$ cat config.mk
export PLATFORM = sky130hd
export DESIGN_NAME = issue_scoreboard
export DESIGN_NICKNAME = d
export VERILOG_FILES = /design/src/rtl/issue_scoreboard.sv
export SDC_FILE = /design/constraint.sdc
export NUM_CORES = 1
export LEC_CHECK = 0
export ABC_CLOCK_PERIOD_IN_PS = 3150
export CORE_MARGIN = 1
export CORE_UTILIZATION = 30
export CTS_CLUSTER_SIZE = 12
export DETAILED_ROUTE_END_ITERATION = 7
export GPL_ROUTABILITY_DRIVEN = 0
export PLACE_DENSITY_LB_ADDON = 0.05
export SKIP_CTS_REPAIR_TIMING = 1
export SKIP_LAST_GASP = 1
export SYNTH_ARGS = -nofsm -noshare
export SYNTH_HDL_FRONTEND = slang
export SYNTH_SLANG_ARGS = --single-unit
$ cat constraint.sdc
create_clock -name clk -period 3.15 [get_ports clk]
set_input_delay 0.945 -clock clk [delete_from_list [all_inputs] [get_ports clk]]
set_output_delay 0.945 -clock clk [all_outputs]
set_load 0.005 [all_outputs]
$ cat src/rtl/issue_scoreboard.sv
`default_nettype none
// ============================================================================
//  Module   : issue_scoreboard
//  Purpose  : Register scoreboard and pipeline-occupancy controller for the
//             in-order issue stage. Tracks registers with a write in flight,
//             unresolved control transfers and the number of issued-but-not-
//             retired instructions. Raises a stall when either bound is hit.
//  Ports    :
//    clk, rst_n            clock (rising edge), asynchronous active-low reset
//    issue_fire/rd/wb/jmp  issue event from the decoder
//    wb0_valid/rd          ALU writeback port
//    wb1_valid/rd          memory writeback port
//    jmp_resolve           one jump/branch resolved this cycle
//    retire                one instruction left the pipeline this cycle
//    flush                 synchronous pipeline flush
//    busy_reg              per-register write-pending bits (bit 0 always 0)
//    jmp_op_in_pipeline    at least one unresolved jump
//    issue_stall           in-flight or jump bound reached
//    inflight              current in-flight instruction count
//    err                   sticky protocol-violation flag
//  Revision : 1.0  initial release
// ============================================================================
module issue_scoreboard #(
    parameter int MAX_INFLIGHT = 4,   // 1..15
    parameter int MAX_JMP      = 1    // 1..3
) (
    input  logic        clk,
    input  logic        rst_n,
    input  logic        issue_fire,
    input  logic [4:0]  issue_rd,
    input  logic        issue_wb,
    input  logic        issue_jmp,
    input  logic        wb0_valid,
    input  logic [4:0]  wb0_rd,
    input  logic        wb1_valid,
    input  logic [4:0]  wb1_rd,
    input  logic        jmp_resolve,
    input  logic        retire,
    input  logic        flush,
    output logic [31:0] busy_reg,
    output logic        jmp_op_in_pipeline,
    output logic        issue_stall,
    output logic [3:0]  inflight,
    output logic        err
);

    localparam logic [3:0] c_MAX_INFLIGHT = 4'(MAX_INFLIGHT);
    localparam logic [1:0] c_MAX_JMP      = 2'(MAX_JMP);

    // ------------------------------------------------------------------------
    // State
    // ------------------------------------------------------------------------
    logic [31:0] r_busy;
    logic [1:0]  r_jcnt;
    logic [3:0]  r_inflight;
    logic        r_err;

    // ------------------------------------------------------------------------
    // Combinational next-state terms
    // ------------------------------------------------------------------------
    logic        w_stall;
    logic        w_accept;
    logic        w_jmp_inc;
    logic [31:0] w_set_mask;
    logic [31:0] w_wb0_mask;
    logic [31:0] w_wb1_mask;
    logic [31:0] w_clr_mask;
    logic [31:0] w_busy_next;
    logic        w_wb0_stray;
    logic        w_wb1_stray;
    logic        w_wb_dup;
    logic        w_jmp_underflow;
    logic        w_ret_underflow;
    logic        w_issue_blocked;
    logic        w_err_evt;
    logic [1:0]  w_jcnt_next;
    logic [3:0]  w_inflight_next;

    assign w_stall   = (r_inflight == c_MAX_INFLIGHT) || (r_jcnt == c_MAX_JMP);
    assign w_accept  = issue_fire && !w_stall;
    assign w_jmp_inc = w_accept && issue_jmp;

    // Register 0 is hard-wired: never set, writebacks to it are dropped.
    always_comb begin
        w_set_mask = '0;
        w_wb0_mask = '0;
        w_wb1_mask = '0;
        if (w_accept && issue_wb && (issue_rd != 5'd0)) begin
            w_set_mask[issue_rd] = 1'b1;
        end
        if (wb0_valid && (wb0_rd != 5'd0)) begin
            w_wb0_mask[wb0_rd] = 1'b1;
        end
        if (wb1_valid && (wb1_rd != 5'd0)) begin
            w_wb1_mask[wb1_rd] = 1'b1;
        end
    end

    assign w_clr_mask = w_wb0_mask | w_wb1_mask;

    // A same-cycle issue to a register being written back is the new
    // producer, so the set is applied after the clear.
    assign w_busy_next = ((r_busy & ~w_clr_mask) | w_set_mask) & ~32'h1;

    // Writeback to a register nobody is (or is about to be) producing.
    assign w_wb0_stray = |(w_wb0_mask & ~(r_busy | w_set_mask));
    assign w_wb1_stray = |(w_wb1_mask & ~(r_busy | w_set_mask));

    // Both ports naming the same live register: one clear, but a violation.
    assign w_wb_dup = wb0_valid && wb1_valid && (wb0_rd == wb1_rd) && (wb0_rd != 5'd0);

    assign w_jmp_underflow = jmp_resolve && !w_jmp_inc && (r_jcnt == 2'd0);
    assign w_ret_underflow = retire && !w_accept && (r_inflight == 4'd0);
    assign w_issue_blocked = issue_fire && w_stall;

    assign w_err_evt = w_wb0_stray | w_wb1_stray | w_wb_dup |
                       w_jmp_underflow | w_ret_underflow | w_issue_blocked;

    always_comb begin
        w_jcnt_next = r_jcnt;
        if (w_jmp_inc && !jmp_resolve) begin
            if (r_jcnt != c_MAX_JMP) begin
                w_jcnt_next = r_jcnt + 2'd1;
            end
        end else if (!w_jmp_inc && jmp_resolve) begin
            if (r_jcnt != 2'd0) begin
                w_jcnt_next = r_jcnt - 2'd1;
            end
        end
    end

    always_comb begin
        w_inflight_next = r_inflight;
        if (w_accept && !retire) begin
            if (r_inflight != c_MAX_INFLIGHT) begin
                w_inflight_next = r_inflight + 4'd1;
            end
        end else if (!w_accept && retire) begin
            if (r_inflight != 4'd0) begin
                w_inflight_next = r_inflight - 4'd1;
            end
        end
    end

    // ------------------------------------------------------------------------
    // Registers. Flush discards all other events of its cycle, err included.
    // ------------------------------------------------------------------------
    always_ff @(posedge clk or negedge rst_n) begin
        if (!rst_n) begin
            r_busy     <= '0;
            r_jcnt     <= '0;
            r_inflight <= '0;
            r_err      <= 1'b0;
        end else if (flush) begin
            r_busy     <= '0;
            r_jcnt     <= '0;
            r_inflight <= '0;
        end else begin
            r_busy     <= w_busy_next;
            r_jcnt     <= w_jcnt_next;
            r_inflight <= w_inflight_next;
            r_err      <= r_err | w_err_evt;
        end
    end

    assign busy_reg           = r_busy;
    assign jmp_op_in_pipeline = (r_jcnt != 2'd0);
    assign issue_stall        = w_stall;
    assign inflight           = r_inflight;
    assign err                = r_err;

endmodule
`default_nettype wire
# ---- Word-level counts from Yosys, hierarchy flattened
# Cells that the tools add are included.
dict set report classes {
  n_lt_le_gt_ge 6
  addsub 4
  eq_ne 7
  bitwise_logic 14
  n_mux 20
  reduce_logical 40
}
# cell n
set ops {}
lappend ops {{32-bit 2-to-1 mux} 4}
lappend ops {{32-bit bitwise AND} 3}
lappend ops {{32-bit OR} 3}
lappend ops {{32-bit inverter} 2}
lappend ops {{32-bit OR reduction} 2}
lappend ops {{4-bit 2-to-1 mux} 5}
lappend ops {{1-bit logical AND} 19}
lappend ops {{5-bit by 6-bit < comparator with 1-bit output, second input constant} 3}
lappend ops {{1-bit demux with 5-bit select} 3}
lappend ops {{5-bit by 1-bit >= comparator with 1-bit output, second input constant} 3}
lappend ops {{5-bit nonzero test} 3}
lappend ops {{3-bit nonzero test} 4}
lappend ops {{2-bit 2-to-1 mux} 5}
lappend ops {{3-bit by 2-bit inequality test with 1-bit output, second input constant} 2}
lappend ops {{1-bit OR} 6}
lappend ops {{3-bit AND reduction} 2}
lappend ops {{5-bit equality test} 1}
lappend ops {{1-bit logical NOT} 5}
lappend ops {{4-bit by 1-bit adder with 4-bit output, second input constant} 1}
lappend ops {{4-bit by 3-bit equality test with 1-bit output, second input constant} 1}
lappend ops {{4-bit logical NOT} 1}
lappend ops {{4-bit by 3-bit inequality test with 1-bit output, second input constant} 1}
lappend ops {{4-bit nonzero test} 1}
lappend ops {{4-bit by 1-bit subtractor with 4-bit output, second input constant} 1}
lappend ops {{other kinds (8)} 10}
dict set report totals {
  in_bits 25
  wordCells 95
  ff_bits 39
  output_inout_bits 39
}

# ---- Longest topological paths before layout
dict set report depth {
  word_depth 17
  depth_mapped 12
  ltp_nobuf 11
}

# ---- Worst setup path after synthesis
# OpenSTA, ideal clock, no wires.
dict set report synth_timing {
  path_kind {input-to-reg}
  startpoint {input port issue_fire}
  endpoint {register r_err (netlist: err)}
  slack_ns 0.386
  required_ns 3.005
  arrival_time_ns 2.620
  cell_stages 8
  setup_time_ns 0.145
  path_buffers 1
  cell_sequence {nand2b_1 > buf_2 > nor4b_4 > a21oi_2 > nor2b_1 > or4_1 > nor4_1 > a41oi_1}
}
dict set report synth_between {
  elab_chain_cells 14
  word_cells_on_any_way 24
  classes_between {1 x mux; 10 x bitwise; 13 x reduce/logical}
}
# element line
set synth_rtl {}
lappend synth_rtl {{start: declaration} 29} ;# input logic issue_fire,
lappend synth_rtl {{1-bit logical AND} 80} ;# assign w_accept = issue_fire && !w_stall;
lappend synth_rtl {{1-bit logical AND (2 in a row)} 88} ;# if (w_accept && issue_wb && (issue_rd != 5'd0)) begin
lappend synth_rtl {{32-bit 2-to-1 mux} 88}
lappend synth_rtl {{32-bit OR} {106, 107}}
lappend synth_rtl {{32-bit inverter} {106, 107}}
lappend synth_rtl {{32-bit bitwise AND (on tied branches)} {106, 107}}
lappend synth_rtl {{32-bit OR reduction (on tied branches)} {106, 107}}
lappend synth_rtl {{1-bit OR (3 in a row)} 116} ;# assign w_err_evt = w_wb0_stray | w_wb1_stray | w_wb_dup |
lappend synth_rtl {{1-bit OR} 117} ;# w_jmp_underflow | w_ret_underflow | w_issue_blocked;
lappend synth_rtl {{1-bit OR *} 117}
lappend synth_rtl {{1-bit OR *} 162} ;# r_err <= r_err | w_err_evt;
lappend synth_rtl {{end signal: assignment} 162}
lappend synth_rtl {{end: declaration} 56} ;# logic r_err;
# Every way passes the cells marked *; elsewhere a longest branch is shown, timed or not.
# A chain may end at the register's enable or synchronous reset.

# ---- Worst setup path after layout
dict set report layout_timing {
  startpoint {input port issue_fire}
  endpoint {register r_inflight[3] (netlist: inflight[3])}
}
dict set report layout_between {
  elab_chain_cells 5
  word_cells_on_any_way 10
  classes_between {1 x eq/ne; 2 x mux; 7 x reduce/logical}
}
# element line
set layout_rtl {}
lappend layout_rtl {{1-bit logical AND *} 80}
lappend layout_rtl {{1-bit logical NOT} 138} ;# end else if (!w_accept && retire) begin
lappend layout_rtl {{1-bit logical AND} 138}
lappend layout_rtl {{3-bit nonzero test (no source line)} --}
lappend layout_rtl {{3-bit AND reduction (no source line)} --}
lappend layout_rtl {{end signal: assignment} 161} ;# r_inflight <= w_inflight_next;
lappend layout_rtl {{end: declaration} 55} ;# logic [3:0] r_inflight;
# Marked as above.

==> results.md <==
* Final #Nets at 514
* Via count of the routed design at 3,257
* Vias in the first global route at 3,199
* Slew HR at 39.82%
* Final Hold Viols at 0
* Die width at 100.3 um
* Initial antenna violation count at 0
* Beginning of the critical path: issue_fire
* Max clock buf depth at 2
* Total power at 1.589 mW
* I/O pin cnt at 64
* CTS Sinks at 38
* Clock transition at the registers of the reported paths at about 0.090 ns
* Detail Route Antenna Nets at 0
* H-Tree Depth at 2
* CTS buffer count at 5
* Critical path, cell by cell: clkdlybuf4s50_1, nand2b_2, buf_4, or3_1, buf_4, ha_1, a21oi_1, xor2_1, nor3_1, a21oi_1, o21ai_0
* Worst path bufs/invs at 3
* Setup violators final at 0
* Post-Syn Nets at ~370
* Antenna cell count at 0
* Worst Slack Setup Final at 0.1166 ns
* Setup Skew at 0.009105 ns
* Worst R2R Path Depth at 12
* Initial DRC count at 169
* Die Y at 100.3 um
* Pwr dens at ~360 mW/mm^2
* DP HPWL at 8242 um
* RR Endpoint: inflight[3]
* CP Capture Type: register
* Static Leakage at around 1.8 nW
* Register-to-register setup slack at 0.45 ns
* Die footprint at ~0.01 mm^2
* Worst IR Drop VDD at 0.2586 mV
* FP Rows at 35
* Detailed Route WL at 10,550 um
* Register area share after synthesis at 32.82%
* Max reg flops at 31
* First-pass GRT wire length at 16,910 um
* Crit share post-route at 96.30%
* Inst Count DP at 603
* Hold Crit Class: register to register
* Syn_area_per_cell at 8.473 um^2
* Area Overhead vs Synth at 53.07%
* Outcome: finished, final reports clean
* Wirelength per Cell at approximately 17 um
* Max Cap Violations at 0
* Post-Syn Instances at 342
* Congestion Overflow GR at 0
* Synth warn at 0
* Worst setup SP type: primary input
* CTS tree: done
* Ys flop type: dfrtp_1
* Pins Over Slew Limit at 0
* Actual transition at the worst max-transition pin at 0.9028 ns
* Share of layout cells above drive strength 1 at between 20% and 30%
* Fin cells at 614
* Critical path's top delay family: buffers and inverters
* Setup TNS at 0 ns
* Arr. time, crit path at roughly 3.2 ns
* Root buf cell: clkbuf_8
* Synth cell types at between 50 and 60
* Max Freq at 329.7 MHz
* Detailed-router iteration count before antenna repair at 5
* WP depth at 11
* DR DRC count at 0
* Final min period at 3.033 ns
* Via/cell ratio at 5.305
* Worst Path Max Fanout at 5
* Reg2reg start: r_jcnt[1]
* Crit path largest cell delay at 0.50 ns
* Pre-CTS setup slack at -0.2593 ns
* Synthesized flop and latch total at 38
* Final core occ at 47.78%
* IO Port Bufs at 62
* Clock Latency Late Sink at 0.30 ns
* Mapped cell area at 0.002898 mm^2
* Setup CP Type: primary input to register
* Core ar. at 0.009284 mm^2
* Worst Path Required at 3.31 ns
* Worst Setup EP: inflight[3]
* Initial core utilization at 31.21%
* Slowest cell on the critical path: clkdlybuf4s50_1
* Share of flip-flops with an asynchronous set or reset at 100.0%
* Gr usage total at 21.83%
* Pin count of the biggest net entering global routing at 39
* Post-synth EDFFs at 0
* RSZ-0062 raised after global routing: yes
## final cells by class
cell class,count,area (um^2)
tap,129,161.4
clock inverter,2,12.51
sequential,38,950.9
fill,933,4848
timing repair buffer,165,1389
clock buffer,6,82.58
multi-input combinational,267,1813
inverter,7,26.28
## worst min-delay path by stage
| stage | from | endpoint | slack (ns) | cells past startpoint |
|---|---|---|---|---|
| after global routing | busy_reg[27] | busy_reg[27] | 0.59 | 2 |
| after floorplan | busy_reg[27] | busy_reg[27] | 0.53 | 2 |
| after global placement | busy_reg[4] | busy_reg[4] | 0.54 | 2 |
| after CTS | busy_reg[4] | busy_reg[4] | 0.56 | 2 |
| final | busy_reg[4] | busy_reg[4] | 0.56 | 2 |
| after detailed placement | busy_reg[4] | busy_reg[4] | 0.55 | 2 |
## kinds of logic after synthesis
family | synth area share (%)
other | 0.1294
buffers and inverters | 5.225
flip-flops | 32.82
multiplexers | 0.3454
AND/OR/NAND/NOR | 27.42
XOR/XNOR | 2.418
adder cells (fa/ha/maj) | 2.418
AO/OA/AOI/OAI | 29.23
## cells in the mapped netlist (2+ instances only)
library cell	count	area, um^2
nor2_1	33	123.9
and4_1	2	17.52
a211oi_1	20	150.1
a31oi_1	3	18.77
clkbuf_1	21	78.83
a21o_1	2	15.01
nor2b_1	8	50.05
nor3b_1	3	22.52
nor3_1	9	45.04
inv_1	7	26.28
dfrtp_1	38	950.9
nor4_1	6	37.54
o21ai_0	2	10.01
buf_2	6	30.03
nor4b_4	3	71.32
nand2_1	31	116.4
and2_1	3	18.77
nand3_1	7	35.03
or3_1	2	12.51
xnor2_1	6	52.55
ha_1	4	50.05
and4b_1	6	60.06
nor4bb_1	7	70.07
xor2_1	2	17.52
a22oi_1	51	382.9
nor4_2	2	25.02
a32oi_1	5	43.79
a22o_1	3	26.28
a21oi_1	23	115.1
nand2b_1	4	25.02
## cells in the final DEF (no fill, tap or decap), types with 4 or more instances in the layout
cell type / count
nand2_1: 31
nor2_1: 33
nand3_1: 7
and4b_1: 6
nor2b_1: 8
clkbuf_8: 6
clkdlybuf4s50_1: 61
nor4bb_1: 7
nor3_1: 9
inv_1: 7
a211oi_1: 20
a32oi_1: 5
a22oi_1: 51
a21oi_1: 23
buf_4: 103
nor4_1: 5
dfrtp_1: 38
ha_1: 4
xnor2_1: 6
## power breakdown
group	switching, mW	internal, mW	leakage (nW)	total [mW]
Combinational	0.302	0.343	1.25	0.644
Clock	0.189	0.176	0.0472	0.365
Sequential	0.0582	0.521	0.519	0.579
Total	0.549	1.04	1.82	1.59
## per-stage QoR
stage / hold slack (ns) / cell area (um^2)
6_report: 0.5607 / 4436
5_1_grt: 0.5870 / 4436
4_1_cts: 0.5603 / 4395
3_5_place_dp: 0.5463 / 4300
3_3_place_gp: 0.5387 / 4300
2_1_floorplan: 0.5337 / 2898
## metal layers
layer | vias up | global-route usage, % | wire [um]
li1 | 1588 | - | -
met1 | 1569 | 31.19 | 5232
met2 | 85 | 34.14 | 4647
met3 | 15 | 3.343 | 475
met4 | 0 | 6.020 | 195
met5 | - | 0 | 0
## tightest hold or removal path, stage by stage, from the launching register on
cell and delay (ns):
dfrtp_1 0.41, nand2_1 0.06, a21oi_1 0.05
(Power assumes the default switching activity.)
